### src/rtl/bram_writer_in.sv
// Ping-pong frame writer: streams one frame into a BRAM half, then hands that
// half to the reader with a one-cycle rd_start pulse and switches to the other half.
module bram_writer_in #(
    parameter int width      = 120,
    parameter int height     = 240,
    parameter int frame_size = width * height,
    parameter int addr_bits  = $clog2(frame_size),
    parameter int data_width = 21
) (
    input  logic                  clk,
    input  logic                  reset,
    input  logic [data_width-1:0] in_data,
    input  logic                  in_valid,
    input  logic                  in_sof,
    output logic                  in_ready,
    output logic                  wr_en,
    output logic                  wr_bram_index,
    output logic [addr_bits-1:0]  wr_address,
    output logic [data_width-1:0] wr_data,
    output logic                  rd_start,
    output logic                  rd_bram_index,
    input  logic                  rd_idle,
    output logic [7:0]            resync_count
);

    // Handshake: a pixel transfers on a cycle where in_valid && in_ready;
    // in_data/in_sof must be held stable while in_valid is high and in_ready is low.

    typedef enum logic [1:0] {
        ST_WAIT_SOF = 2'd0,
        ST_WRITING  = 2'd1,
        ST_HANDOFF  = 2'd2
    } state_t;

    localparam logic [addr_bits-1:0] LAST_ADDR = addr_bits'(frame_size - 1);
    localparam logic [addr_bits-1:0] ONE       = addr_bits'(1);

    state_t                state_q, state_d;
    logic                  buf_q, buf_d;
    logic [addr_bits-1:0]  count_q, count_d;
    logic [7:0]            resync_q, resync_d;
    logic                  wr_en_q, wr_en_d;
    logic [addr_bits-1:0]  wr_addr_q, wr_addr_d;
    logic [data_width-1:0] wr_data_q, wr_data_d;
    logic                  wr_idx_q, wr_idx_d;
    logic                  rd_start_q, rd_start_d;
    logic                  rd_idx_q, rd_idx_d;
    logic                  accept;
    logic                  do_write;

    assign in_ready = !reset && (state_q != ST_HANDOFF);
    assign accept   = in_valid && in_ready;

    always_comb begin
        state_d    = state_q;
        buf_d      = buf_q;
        count_d    = count_q;
        resync_d   = resync_q;
        rd_start_d = 1'b0;
        rd_idx_d   = rd_idx_q;
        do_write   = 1'b0;

        case (state_q)
            ST_WAIT_SOF: begin
                if (accept && in_sof) begin
                    do_write = 1'b1;
                    count_d  = ONE;
                    state_d  = ST_WRITING;
                end
            end
            ST_WRITING: begin
                if (accept) begin
                    do_write = 1'b1;
                    if (in_sof) begin
                        // Early SOF restarts the frame in the same buffer.
                        count_d = ONE;
                        if (resync_q != 8'hFF) resync_d = resync_q + 8'd1;
                    end else if (count_q == LAST_ADDR) begin
                        count_d = '0;
                        state_d = ST_HANDOFF;
                    end else begin
                        count_d = count_q + ONE;
                    end
                end
            end
            ST_HANDOFF: begin
                // rd_start is registered, so it lands one cycle after the final
                // write strobe; the state is held through the pulse cycle.
                if (rd_start_q) begin
                    buf_d   = ~buf_q;
                    count_d = '0;
                    state_d = ST_WAIT_SOF;
                end else if (rd_idle) begin
                    rd_start_d = 1'b1;
                    rd_idx_d   = buf_q;
                end
            end
            default: state_d = ST_WAIT_SOF;
        endcase

        wr_en_d   = do_write;
        wr_addr_d = wr_addr_q;
        wr_data_d = wr_data_q;
        wr_idx_d  = wr_idx_q;
        if (do_write) begin
            wr_addr_d = in_sof ? '0 : count_q;
            wr_data_d = in_data;
            wr_idx_d  = buf_q;
        end
    end

    always_ff @(posedge clk or posedge reset) begin
        if (reset) begin
            state_q    <= ST_WAIT_SOF;
            buf_q      <= 1'b0;
            count_q    <= '0;
            resync_q   <= 8'd0;
            wr_en_q    <= 1'b0;
            wr_addr_q  <= '0;
            wr_data_q  <= '0;
            wr_idx_q   <= 1'b0;
            rd_start_q <= 1'b0;
            rd_idx_q   <= 1'b0;
        end else begin
            state_q    <= state_d;
            buf_q      <= buf_d;
            count_q    <= count_d;
            resync_q   <= resync_d;
            wr_en_q    <= wr_en_d;
            wr_addr_q  <= wr_addr_d;
            wr_data_q  <= wr_data_d;
            wr_idx_q   <= wr_idx_d;
            rd_start_q <= rd_start_d;
            rd_idx_q   <= rd_idx_d;
        end
    end

    assign wr_en         = wr_en_q;
    assign wr_address    = wr_addr_q;
    assign wr_data       = wr_data_q;
    assign wr_bram_index = wr_idx_q;
    assign rd_start      = rd_start_q;
    assign rd_bram_index = rd_idx_q;
    assign resync_count  = resync_q;

endmodule

### config.mk
export PLATFORM = sky130hd
export DESIGN_NAME = bram_writer_in
export DESIGN_NICKNAME = d
export VERILOG_FILES = /design/src/rtl/bram_writer_in.sv
export SDC_FILE = /design/constraint.sdc
export NUM_CORES = 1
export LEC_CHECK = 0
export BUFFER_PORTS_ARGS = -buffer_cell sky130_fd_sc_hd__buf_2
export CORE_MARGIN = 5
export CORE_UTILIZATION = 51
export DETAILED_ROUTE_END_ITERATION = 8
export GPL_ROUTABILITY_DRIVEN = 0
export PLACE_DENSITY = 0.82
export SYNTH_ARGS = -nofsm -noshare
export SYNTH_HDL_FRONTEND = slang
export SYNTH_SLANG_ARGS = --single-unit
export TNS_END_PERCENT = 1
### constraint.sdc
create_clock -name clk -period 2.38 [get_ports clk]
set_input_delay 0 -clock clk [delete_from_list [all_inputs] [get_ports clk]]
set_output_delay 0 -clock clk [all_outputs]
set_load 0.05 [all_outputs]
Word level (Yosys, flattened, before mapping)
Index checks and enable logic that the tools add are counted.

storage, ports and cells
  register bits = 66

cells by class
  mux-type cells = 19
  bitwise operators = 2
  reduce and logical (&&, ||, !) cells = 11
  equality and inequality tests = 10
  $add $sub $neg = 2

operators with widths
  operator               number
  $mux 15                6
  $pmux 15 s3            1
  $add 15x1->15 const B  1
  $eq 15x15->1 const B   1
  $ne 2x2->1 const B     6
  $mux 2                 5
  $add 8x1->8 const B    1
  $ne 8x8->1 const B     1
  $reduce_and 4->1       2
  $pmux 2 s3             1
  $mux 1                 5
  $reduce_and 5->1       1
  $logic_and 1x1->1      3
  $reduce_and 3->1       1
  $reduce_bool 3->1      1
  $eq 2x1->1 const B     1
  $eq 2x2->1 const B     1
  $logic_not 2->1        1
  $not 1->1              2
  $pmux 1 s2             1
  $reduce_and 2->1       1
  $logic_not 1->1        1

Logic depth before layout (Yosys ltp)
Gate-level depths: netlist (run 1).

  depth after elaboration = 6
  depth in mapped cells = 10
  depth with buffers taken out = 7

Worst setup path after synthesis (run 1)
OpenSTA, ideal clock, no wires.

  path type = register -> register
  start = reg resync_q[0], in the netlist resync_count[0]
  end = reg resync_q[4], in the netlist resync_count[4]
  path slack = 0.362 ns
  buffers on the path = 0
  data arrival time = 1.873 ns
  period minus slack after synthesis = 2.018 ns
  cell stages (with the launch flop) = 7
  cells stage by stage = dfrtp_1 -> ha_1 -> nand2_1 -> o311ai_2 -> nor2_1 -> and3_1 -> xor2_1

between the ends
  word-level cells in the longest chain between the ends = 2
  elaborated cells between the ends (all ways) = 3

ends and longest elaborated chain
  what                                                                 RTL line  source
  from (decl)                                                          41        logic [7:0] resync_q, resync_d;
  from (signal assigned)                                               128       resync_q <= resync_d;
  parallel branches: the longest is 2 deep, another holds $add 8x1->8  n/a

Several ways; the timed one is not identified.
A chain may end at the register's enable or synchronous reset.

Final worst setup path (run 1)
  start = reg state_q[0]
  end = reg wr_addr_q[11], in the netlist wr_address[11]

between the ends
  word-level cells in the longest chain between the ends = 6
  elaborated cells between the ends (all ways) = 9

ends and longest elaborated chain
  what                    RTL line  source
  from (decl)             38        state_t state_q, state_d;
  from (signal assigned)  125       state_q <= state_d;
  $ne 2x2->1              51        assign in_ready = !reset && (state_q != ST_HANDOFF);
  $logic_and 1x1->1       51
  $logic_and 1x1->1       52        assign accept = in_valid && in_ready;
  $logic_and 1x1->1       65        if (accept && in_sof) begin
  $mux 1                  65
  $pmux 1 s2 (*)          63        case (state_q)
  to (signal assigned)    130       wr_addr_q <= wr_addr_d;
  to (decl)               43        logic [addr_bits-1:0] wr_addr_q, wr_addr_d;

Every way passes the cells marked *; elsewhere a longest branch is shown, timed or not.

==> results of run 1 <==
[logic make-up (layout without fill, tap and decap cells)]
kind of cell / count (synthesis) / in the layout / synth area share [%]
AOI/OAI and AO/OA: 49 / 49 / 10.82
xor gates and xnor gates: 8 / 8 / 2.252
adders and majority gates: 8 / 8 / 3.218
buffers and inverters: 29 / 134 / 4.103
DFF: 66 / 66 / 53.10
muxes: 6 / 6 / 2.373
and+or+nand+nor: 162 / 162 / 24.13
[through the flow]
step / std cells / cell area, sq um / util (%)
floorplan: 328 / 3110 / -
global placement: 468 / 3568 / 60.27
detailed placement: 468 / 3568 / 60.27
CTS: 508 / 4059 / 68.55
global route: 508 / 4068 / 68.70
finish: 508 / 4068 / 68.70
[layer usage]
| layer | vias up | track usage [%] |
|---|---|---|
| met2 | 135 | 37.33 |
| met5 | - | 0 |
| met3 | 23 | 6.585 |
| met4 | 0 | 11.40 |
| met1 | 1332 | 25.23 |
| li1 | 1312 | - |
[area by class of cell]
class	instances	area, sq um	area share, %
clock inverter	6	112.6	2.768
sequential	66	1652	40.60
inverter	11	41.29	1.015
timing repair buffer	107	690.7	16.98
tap	75	93.84	2.307
multi-input combinational	233	1340	32.94
clock buffer	10	137.6	3.384
[power by group through the flow]
stage	combinational (W)	clock, W	sequential [W]
2_1_floorplan	0.000759	0	0.00234
3_3_place_gp	0.00198	0	0.00155
3_5_place_dp	0.00204	0	0.00157
4_1_cts	0.00209	0.00119	0.00155
5_1_grt	0.00225	0.00124	0.00159
6_report	0.00210	0.00119	0.00156
[worst max-delay path, stage by stage, from the launching register on]
cell,delay [ns]
dfrtp_1,0.43
inv_1,0.09
ha_1,0.29
or3b_1,0.44
or2_1,0.27
buf_4,0.28
o31ai_1,0.30
[synth_stat cells, drive strengths merged (5+ instances only)]
master,instances
o21ai,18
inv,11
nand2,104
ha,8
dfrtp,66
nor2,8
nor3,7
mux2,5
nand3,12
a21oi,6
or3,5
o31ai,9
nand4,6
buf,9
clkbuf,9
[path summary, 6_finish.rpt]
check,from,slack [ns],to,cells after the start
max,state_q[0],0.15,wr_address[11],6
min,in_valid,0.23,resync_count[0],4
max reg2reg,state_q[0],0.15,wr_address[11],6
min reg2reg,wr_data[14],0.48,wr_data[14],2
max in group asynchronous,reset,1.47,count_q[6],4
min in group asynchronous,reset,0.29,wr_data[20],3
[sequential cells by signal, summed over array words and instances (netlist names)]
name           count
wr_en              1
wr_address        15
count_q           15
resync_count       8
state_q            2
wr_bram_index      1
rd_start           1
rd_bram_index      1
buf_q              1
wr_data           21
[timing repair]
| item | in CTS | in global routing |
|---|---|---|
| hold buffers | 24 | 0 |
| resized for setup | 0 | 2 |
| endpoints found under the hold margin | 47 | 0 |
| endpoints found under the setup margin | 0 | 4 |
==> results.ini, run 1 <==
[power_and_ir_drop]
pwr_density_cell_nw_per_um2 = 1190
power_frac_seq_pct = 32.2
p_comb_share_pct = 43.3
intPower_w = 0.002699
finalPower_w = 0.004842
switching_share_pct = 44.27
p_switching_w = 0.002144
ir_worst_vdd_mv = 0.9142
clkPwrFrac_pct = 24.5
power.leakage_nw = 2.035

[sta]
fin_tns_setup_ns = 0
maxSlewViolCount = 0
holdWs_ns = 0.2278
rsz0062_at_grt = false
finalWorstSetupSlack_ns = 0.1454
finalClockSkew_ns = 0.009960
tightest_slew_ns = 0.5347
min_period_over_period_pct = 93.89
setup_viol = 0
fmax_mhz = 447.5
layout_min_cycle_time_ns = 2.235
hold_viol = 0
slew_headroom_pct = 64.30

[synthesis]
synth_area_leaders = dfrtp_1 53%, nand2_1 13%, ha_1 3.2%, o31ai_1 2.2%, nand3_1 1.9%
synth_seq_cells = 66
avgSynthCellArea_sq_um = 9.483
yosysTopAreaCell = dfrtp_1
synth_cell_types = 48
netlist_instances = 328
ys.warnings.count = 0
ys.flop_type = dfrtp_1
syn_area_sq_um = 3110
synth_edf_count = 0
ys_async_sr_fraction_pct = 100.0
synth_seq_area_share_pct = 53.10
netlist.area_leader.share_pct = 53.10
synth_fp_nets = 362

[clock_network]
cts.sinks = 66
root_buffer = clkbuf_8
cts_tree = built
clkTransAtPathRegs_ns = 0.08
htree_levels = 3
post_cts_buffers = 0
cts_made_buffers = 9
cts_buffer_depth = 2
clock_latency_ns = 0.36

[placement]
post-place-ws_ns = 0.1686
io_buffer_count = 74
hpwl_um = 5267

[worst_setup_path]
required_ns = 2.62
worst_ep_arrival_time_ns = 2.47
crit_path_end_kind = flop
crit_path_start_kind = flop
crit_fanout = 50
critPathKind = flop to flop

[die]
coreArea_sq_um = 5921
fp.dieH_um = 88.10
start_util_pct = 52.54
die_x_um = 88.10
dieArea_sq_um = 7761
boundaryPins = 75
fp-row-count = 28

[routing]
wl_per_cell_um = 15.98
drt-initial-drc-count = 238
dr.pass1.iters = 4
viasPerCell = 5.516
met2WireLength_um = 4054
finalWirelength_um = 8119
wl_met3_um = 697
drc = 0
vias = 2802
m1WireLength_um = 3134
topRoutingLayerUsed = met4
drtAntennaViolNets = 0

[final_layout]
num_antenna_cells = 0
final_cell_mix = 104 x nand2_1, 74 x buf_2, 66 x dfrtp_1, 24 x dlygate4sd3_1
nNetsFinal = 462
layout.cells.most_common = nand2_1
n_fill_cell = 411
area_growth_pct = 30.77
post_route_cells_drive_above_1_share_pct = 26.79

[min_path]
hp-class = primary input to flop

[run]
drv_cap = 0

[status]
status = finished clean

[global_routing]
antenna_found_initial = 0
track_usage_pct = 22.04
grt_overflow_total = 0
grt_pass1_wl_um = 13070
grt_pass1_vias = 2799
grt_max_degree = 51

Note: power is estimated with default switching activity, not from simulation.
==> inputs of run 2 (changes only) <==
CORE_UTILIZATION = 48   (was 51)
PLACE_DENSITY = 0.81   (was 0.82)
clock period = 1.79 ns   (was 2.38 ns; I/O delays follow)
==> run 2 against run 1 <==
  * The run now ends with setup timing left
  * Largest cell class unchanged
  * Critical path type unchanged
  * Highest routed layer unchanged
  * Register-to-register slack worse by 0.21 ns
  * Power grew 46%
  * Routed wire length grew 13%
  * Combinational power grew 70%
==> results.ini, run 2 (synthesis gave the netlist of run 1 again) <==
[clock_network]
root_buffer = clkbuf_8
cts_made_buffers = 9
clkTransAtPathRegs_ns = 0.07
cts.sinks = 66
clock_latency_ns = 0.35
htree_levels = 3
cts_buffer_depth = 2
cts_tree = built

[worst_setup_path]
critPathTopFamily = compound AO/OA/AOI/OAI gates
crit_path_start_kind = flop
r2r_cells = 8
critPathKind = flop to flop
worst_ep_arrival_time_ns = 2.08
crit_fanout = 7
regToRegStartpoint = state_q[1]
r2r-end = count_q[12]
cp_common_cell = buf_6
required_ns = 2.01
crit_chain = buf_6, clkinvlp_4, ha_4, o31ai_4, o21bai_4, buf_6, a32oi_2, o41ai_2
crit_path_end_kind = flop
slowest_stage = dfrtp_1
cp_slowest_stage_delay_ns = 0.40
cp_num_buf_inv = 3
reg2reg_slack_ns = -0.07

[final_layout]
layout.cells.most_common = nand2_1
post_route_cells_drive_above_1_share_pct = 40.30
final_cell_mix = 103 x nand2_1, 74 x buf_2, 60 x dfrtp_1, 39 x buf_4, 23 x dlygate4sd3_1
nNetsFinal = 498
largest_reg_flops = 21
area_growth_pct = 46.62
num_antenna_cells = 0
fin_cells = 546

[status]
status = finished with violations
violations = setup timing

[sta]
hold_viol = 0
min_period_over_period_pct = 103.8
maxSlewViolCount = 0
holdWs_ns = 0.07635
finalClockSkew_ns = 0.007926
rsz0062_at_grt = true
finalWorstSetupSlack_ns = -0.06887
fmax_mhz = 538.0
slew_headroom_pct = 65.01
layout_min_cycle_time_ns = 1.859
setup_viol = 17
tightest_slew_ns = 0.5239

[routing]
wl_per_cell_um = 16.87
vias = 2994
drt-initial-drc-count = 298
dr.pass1.iters = 4
viasPerCell = 5.484
finalWirelength_um = 9210
drtAntennaViolNets = 0
drc = 0

[min_path]
hold_end = wr_address[11]
hp-class = primary input to flop
holdPathStages = 2
hp-start = in_sof

[global_routing]
grt_pass1_wl_um = 14590
track_usage_pct = 22.08
grt_overflow_total = 0
antenna_found_initial = 0
grt_max_degree = 44
grt_pass1_vias = 3003

[run]
drv_cap = 0

[power_and_ir_drop]
pwr_density_cell_nw_per_um2 = 1550
intPower_w = 0.003918
p_switching_w = 0.003152
switching_share_pct = 44.58
power_frac_seq_pct = 29.2
ir_worst_vdd_mv = 1.230
p_comb_share_pct = 50.6
power.leakage_nw = 2.251
clkPwrFrac_pct = 20.2

[die]
coreArea_sq_um = 6314
fp.dieH_um = 90.50
start_util_pct = 49.27
boundaryPins = 75
fp-row-count = 29
die_x_um = 90.50
dieArea_sq_um = 8190

[placement]
numPlacedInstances = 504
hpwl_um = 5710
io_buffer_count = 74

-- run 2: how the worst max path moves through the flow --
| stage | cells after the start | start | endpoint |
|---|---|---|---|
| final | 8 | state_q[1] | count_q[12] |
| after CTS | 7 | state_q[0] | resync_count[7] |
| after global routing | 8 | state_q[1] | count_q[12] |
| after floorplan | 8 | state_q[0] | count_q[14] |
| after detailed placement | 7 | state_q[0] | count_q[3] |
| after global placement | 7 | state_q[0] | count_q[3] |
-- run 2: timing repair --
| item | CTS | global route |
|---|---|---|
| buffers inserted | 1 | 1 |
| hold buffers | 23 | 0 |
| endpoints found under the hold margin | 88 | 0 |
| pin swaps | 3 | 9 |
| cloned | 1 | 0 |
| gates resized for setup | 18 | 35 |
| setup endpoints to repair | 19 | 58 |
-- run 2: layout make-up --
cell class                 instances  area (sq um)
sequential                        66          1659
clock inverter                     6         88.84
multi-input combinational        234          1558
fill                             406          1753
tap                               77         96.34
clock buffer                      10         137.6
timing repair buffer             142         973.4
inverter                          11         47.55
-- run 2: routing by layer --
layer	routed length, um	global-route usage, %
met2	4683	36.86
met5	0	0
met4	399	10.79
met3	534	4.833
met1	3592	26.81
-- run 2: power by group through the flow --
stage	registers, W	clock network, W	logic, W
after floorplan	0.00312	0	0.00104
after global placement	0.00204	0	0.00300
after detailed placement	0.00207	0	0.00308
after CTS	0.00204	0.00144	0.00329
after global routing	0.00211	0.00151	0.00380
final	0.00207	0.00143	0.00358
-- run 2: per-stage QoR --
| stage | cell area (sq um) | utilization (%) | power, W | setup TNS [ns] | setup WS, ns |
|---|---|---|---|---|---|
| floorplan | 3152 | - | 0.004161 | -2.287 | -0.09121 |
| global placement | 3859 | 61.12 | 0.005040 | -0.07238 | -0.03633 |
| detailed placement | 3859 | 61.12 | 0.005143 | -0.4433 | -0.09890 |
| CTS | 4429 | 70.15 | 0.006772 | -0.08196 | -0.03166 |
| global route | 4561 | 72.24 | 0.007421 | -2.951 | -0.1425 |
| finish | 4561 | 72.24 | 0.007071 | -0.5428 | -0.06887 |
